--- config.mk ---
export PLATFORM = sky130hd
export DESIGN_NAME = mult_div_unit
export DESIGN_NICKNAME = d
export VERILOG_FILES = /design/src/rtl/mult_div_unit.sv
export SDC_FILE = /design/constraint.sdc
export NUM_CORES = 1
export LEC_CHECK = 0
export CAP_MARGIN = 20
export CORE_ASPECT_RATIO = 0.6
export CORE_MARGIN = 8
export CORE_UTILIZATION = 53
export CTS_BUF_LIST = sky130_fd_sc_hd__clkbuf_16
export CTS_CLUSTER_DIAMETER = 100
export DETAILED_ROUTE_END_ITERATION = 8
export PLACE_DENSITY_LB_ADDON = 0.12
export REMOVE_ABC_BUFFERS = 1
export SYNTH_ARGS = -nofsm -noshare
export SYNTH_HDL_FRONTEND = slang
export SYNTH_SLANG_ARGS = --single-unit
export TNS_END_PERCENT = 50
--- constraint.sdc ---
create_clock -name clk -period 6 [get_ports clk]
set_clock_uncertainty 0.15 [all_clocks]
set_input_delay 1.2 -clock clk [delete_from_list [all_inputs] [get_ports clk]]
set_output_delay 1.2 -clock clk [all_outputs]
set_load 0.02 [all_outputs]
--- src/rtl/mult_div_unit.sv ---
// Iterative multiply/divide unit: one bit per cycle, a shift-add multiplier and a restoring divider.
// Both share a single {hiWork, loWork} working register. A sign/result fix-up cycle runs before DONE.
module mult_div_unit #(
  parameter int WIDTH = 32
) (
  input  logic               clk,
  input  logic               reset,
  input  logic               start,
  input  logic [1:0]         op,
  input  logic [WIDTH-1:0]   SrcA,
  input  logic [WIDTH-1:0]   SrcB,
  output logic               busy,
  output logic               done,
  output logic [2*WIDTH-1:0] MultAns,
  output logic               DivZero
);

  // FINISH is the non-busy cycle between the last iteration and DONE.
  // It applies sign correction and the divide-by-zero override.
  typedef enum logic [1:0] {IDLE, RUN, FINISH, DONE} state_t;

  state_t             stateReg, stateNext;
  logic [1:0]         opReg;
  logic [WIDTH-1:0]   aReg, bReg;
  logic [WIDTH-1:0]   hiWork, loWork;
  logic [5:0]         countReg;
  logic [2*WIDTH-1:0] multAnsReg;
  logic               divZeroReg;

  logic               accept;
  logic               isDiv, aNeg, bNeg;
  logic [WIDTH-1:0]   magA, magB;
  logic               inANeg, inBNeg;
  logic [WIDTH-1:0]   inMagA, inMagB;

  // Latched operand magnitudes feed the iteration.
  assign isDiv = opReg[1];
  assign aNeg  = opReg[0] & aReg[WIDTH-1];
  assign bNeg  = opReg[0] & bReg[WIDTH-1];
  assign magA  = aNeg ? -aReg : aReg;
  assign magB  = bNeg ? -bReg : bReg;

  // The magnitudes of the incoming operands seed the working register on acceptance.
  assign inANeg = op[0] & SrcA[WIDTH-1];
  assign inBNeg = op[0] & SrcB[WIDTH-1];
  assign inMagA = inANeg ? -SrcA : SrcA;
  assign inMagB = inBNeg ? -SrcB : SrcB;

  assign accept = start && ((stateReg == IDLE) || (stateReg == DONE));

  // Multiply step: the multiplier sits in loWork and is consumed from the LSB.
  // The partial sum grows in hiWork.
  logic [WIDTH-1:0] addend;
  logic [WIDTH:0]   sumWide;
  logic [WIDTH-1:0] mulHi, mulLo;

  assign addend  = loWork[0] ? magA : '0;
  assign sumWide = {1'b0, hiWork} + {1'b0, addend};
  assign mulHi   = sumWide[WIDTH:1];
  assign mulLo   = {sumWide[0], loWork[WIDTH-1:1]};

  // Restoring divide step: the dividend shifts out of loWork into the partial remainder.
  // Quotient bits shift into loWork from the LSB.
  logic [WIDTH:0]   shifted;
  logic             geDivisor;
  logic [WIDTH-1:0] diffLow;
  logic [WIDTH-1:0] divHi, divLo;

  assign shifted   = {hiWork, loWork[WIDTH-1]};
  assign geDivisor = shifted >= {1'b0, magB};
  assign diffLow   = shifted[WIDTH-1:0] - magB;
  assign divHi     = geDivisor ? diffLow : shifted[WIDTH-1:0];
  assign divLo     = {loWork[WIDTH-2:0], geDivisor};

  // Final result formation, sampled in FINISH.
  logic [2*WIDTH-1:0] productMag, productSigned;
  logic [WIDTH-1:0]   quotSigned, remSigned;
  logic               divByZero;
  logic [2*WIDTH-1:0] resultValue;

  assign productMag    = {hiWork, loWork};
  assign productSigned = (aNeg ^ bNeg) ? -productMag : productMag;
  assign quotSigned    = (aNeg ^ bNeg) ? -loWork : loWork;
  assign remSigned     = aNeg ? -hiWork : hiWork;
  assign divByZero     = isDiv && (bReg == '0);

  always_comb begin
    resultValue = productSigned;
    if (isDiv) begin
      if (divByZero) begin
        resultValue = {{WIDTH{1'b1}}, aReg};
      end else begin
        resultValue = {quotSigned, remSigned};
      end
    end
  end

  always_comb begin
    stateNext = stateReg;
    busy      = 1'b0;
    done      = 1'b0;
    case (stateReg)
      IDLE: begin
        if (start) stateNext = RUN;
      end
      RUN: begin
        busy = 1'b1;
        if (countReg == 6'(WIDTH - 1)) stateNext = FINISH;
      end
      FINISH: begin
        stateNext = DONE;
      end
      DONE: begin
        done      = 1'b1;
        stateNext = start ? RUN : IDLE;
      end
      default: stateNext = IDLE;
    endcase
  end

  always_ff @(posedge clk) begin
    if (reset) begin
      stateReg   <= IDLE;
      opReg      <= '0;
      aReg       <= '0;
      bReg       <= '0;
      hiWork     <= '0;
      loWork     <= '0;
      countReg   <= '0;
      multAnsReg <= '0;
      divZeroReg <= 1'b0;
    end else begin
      stateReg <= stateNext;
      if (accept) begin
        opReg      <= op;
        aReg       <= SrcA;
        bReg       <= SrcB;
        hiWork     <= '0;
        loWork     <= op[1] ? inMagA : inMagB;
        countReg   <= '0;
        divZeroReg <= 1'b0;
      end else if (stateReg == RUN) begin
        countReg <= countReg + 6'd1;
        if (isDiv) begin
          hiWork <= divHi;
          loWork <= divLo;
        end else begin
          hiWork <= mulHi;
          loWork <= mulLo;
        end
      end else if (stateReg == FINISH) begin
        multAnsReg <= resultValue;
        divZeroReg <= divByZero;
      end
    end
  end

  assign MultAns = multAnsReg;
  assign DivZero = divZeroReg;

endmodule

==> qor.yml, run 1 <==
clock_tree:
  cts_tree: "built"
  cts_repair_resize_count: 0
  cts_hold_buffers: 0
  cts_buffers: 23
  clock_tree.root_cell: "clkbuf_16"
  cts_buffer_depth: 3
  clk-insertion-delay-late_ns: 0.55
  path_clk_slew_ns: 0.06
  clock_sinks: 203
  cts-htree-levels: 1
  cts_setup_buffers: 0
power:
  p_clk_frac: 0.149
  p_leak_uw: 0.00728
  p_sw_uw: 5230
  peakVddDrop_mv: 0.313
  netSwitchingFraction: 0.522
  comb_power_share: 0.605
  seqPwrFrac: 0.246
  p_int_uw: 4780
  p_per_area_nw_per_um2: 519
  total_power_uw: 10000
detailed_routing:
  drt_iter0_drc: 2383
  drt-wirelength-per-cell_um: 22.7
  post-route-drc-count: 0
  viasPerCell: 6.30
  firstDrtPassIters: 8
  vias: 17944
  wl_um: 64700
  drtAntennaViolNets: 0
setup_path:
  crit_top_cell: "a21o_1"
  cp_cell_sequence: "nor3_1, nand2b_1, nor3_1, nand2_1, nor4_2, nand3b_1, or4_1, o21ai_0, xor2_1, nor2_1, ha_1, a21o_1, a21o_1, a21o_1, nand2_1, o21ai_0, a2111oi_0, nor2_1, a31o_2, a2111oi_0, a211oi_1"
  slowest_delay_ns: 0.50
  start_kind: "flop"
  reg2reg_depth: 21
  slowest_stage: "or4_1"
  critPathCaptureType: "flop"
  r2r_slack_ns: 0.72
  path_buf_inv: 0
  path_depth: 21
  cp.arrival_ns: 5.55
  timing_worst_setup_path_type: "reg -> reg"
  cp_max_fo: 7
  critical_path_required_ns: 6.26
  critPathTopFamily: "compound AO/OA/AOI/OAI gates"
global_route:
  gr-total-overflow: 0
  antenna_found_initial: 1
  groute.usage.overall: 0.325
  grt_pass1_vias: 16493
  grt_pass1_wl_um: 98200
  grt_max_degree: 100
placed_design:
  hpwl_um: 50300
  place.gp.congestion: 0.975
  dp.cells: 2806
  port_buffers: 135
  dpl-instance-area_um2: 18500
sta:
  setup_tns_ns: 0
  worst_slew_pin_slew_ns: 1.08
  finalCritPeriodShare: 0.880
  hold_viol_final: 0
  setup_viol: 0
  max_slew_margin: 0.276
  final_max_slew_viol_count: 0
  fin_crit_ns: 5.28
  rsz0062_at_grt: "false"
  max_freq_mhz: 189
final_layout:
  diodes: 0
  final_common_cell: "nand2_1"
  fin_area_um2: 19300
  fillers: 3037
  final_cell_count_no_fill: 2849
  most-common-layout-cells: "410 x nand2_1, 292 x a21oi_1, 202 x dfxtp_1"
  areaGrowthSynthToFinish_pct: 13.0
  drive_gt1_frac: 0.0441
  final_core_util: 0.601
  nNetsFinal: 2555
die:
  dieArea_um2: 38400
  core_area_um2: 32000
  io_pins: 136
  rows: 51
  die_h_um: 155
  start_util: 0.532
  dieWidth_um: 248
hold_path:
  hp-class: "reg -> reg"
  min_delay_path_depth: 2
flow_run:
  maxCapViolations: 0
logic_synthesis:
  syn_inst: 2396
  ys_seq_elements: 203
  syn_avg_cell_area_um2: 7.12
  yosysSeqAreaShare: 0.238
  syn_area_um2: 17100
  async_flop_share: 0
  synth.distinct_cells: 75
  synth_warnings: 0
  synth-edff-count: 0
  synth-main-ff-cell: "dfxtp_1"
status:
  outcome: "finished clean"
==> final cells by class <==
type	instances	area [um^2]	share of cell area
clock inverter	19	193	0.0100
multi-input combinational	1969	12100	0.630
timing repair buffer	167	1590	0.0826
clock buffer	23	576	0.0299
inverter	44	165	0.00857
tap	424	531	0.0275
sequential	203	4070	0.211
==> power groups by stage <==
stage	clock (uW)	combinational [uW]	sequential, uW
finish	1490	6050	2460
global route	1560	6570	2470
CTS	1500	5880	2390
detailed placement	0	5850	2420
global placement	0	5790	2400
floorplan	0	4180	2160
==> kinds of logic (layout without fill, tap and decap cells) <==
| family | count (synthesis) | count (layout) | synth area share |
|---|---|---|---|
| simple gates | 837 | 837 | 0.218 |
| flops | 203 | 203 | 0.238 |
| buf+inv | 224 | 253 | 0.0516 |
| fa+ha+maj | 78 | 78 | 0.0581 |
| xor+xnor | 257 | 257 | 0.132 |
| compound gates | 746 | 746 | 0.272 |
| mux | 51 | 51 | 0.0306 |
==> worst paths after layout <==
check,start,to
max,aReg[2],hiWork[31]
min,MultAns[49],MultAns[49]
max reg2reg,aReg[2],hiWork[31]
min reg2reg,MultAns[49],MultAns[49]
==> metrics by stage <==
stage | setup WS [ns] | hold slack (ns)
2_1_floorplan | -0.449 | 0.299
3_3_place_gp | 0.862 | 0.274
4_1_cts | 0.788 | 0.288
5_1_grt | 0.308 | 0.308
6_report | 0.719 | 0.283
3_5_place_dp | 0.791 | 0.279
==> cell usage after synthesis, drive strengths merged (7+ instances only) <==
master,number,share of area
a21o,30,0.013
nor2,196,0.043
o41ai,12,0.0073
nor3,57,0.018
and3,10,0.0037
nor4,24,0.0092
mux2i,42,0.025
and2,9,0.0033
o21ai,131,0.038
xnor2,141,0.072
ha,76,0.056
xor2,116,0.060
a211oi,23,0.010
mux2,9,0.0059
o21a,7,0.0031
o221ai,33,0.017
nand3,30,0.0088
buf,38,0.010
or4,13,0.0059
nand2b,22,0.0081
dfxtp,203,0.24
o31ai,29,0.013
o21bai,8,0.0035
a21oi,292,0.086
a31oi,19,0.0070
o211ai,116,0.051
nand4,17,0.0066
or3,18,0.0069
clkbuf,142,0.032
inv,44,0.0097
nand2,410,0.090
nor2b,9,0.0033
==> worst register-to-register path, delay by kind of cell (launching register included) <==
kind | cells | cell delay [ns]
compound gates | 9 | 2.10
simple gates | 10 | 2.02
flops | 1 | 0.37
fa+ha+maj | 1 | 0.37
xor+xnor | 1 | 0.16
==> routing by layer <==
layer  part of all wire  track usage
met5            0.00019            0
met2               0.36        0.414
met1               0.47        0.504
met4              0.018       0.0590
met3               0.15        0.118
==> registers in the layout, indices dropped and copies added (netlist names) <==
name and flops:
opReg 2, DivZero 1, countReg 6, MultAns 64
loWork 32, hiWork 32, stateReg 2, aReg 32
bReg 32
Power figures use the tool's default switching activity.
==> inputs of run 2 (changes only) <==
ABC_AREA = 0   (was not set)
==> results of run 2 <==
The final DEF is identical to that of run 1; final timing and power are the same.
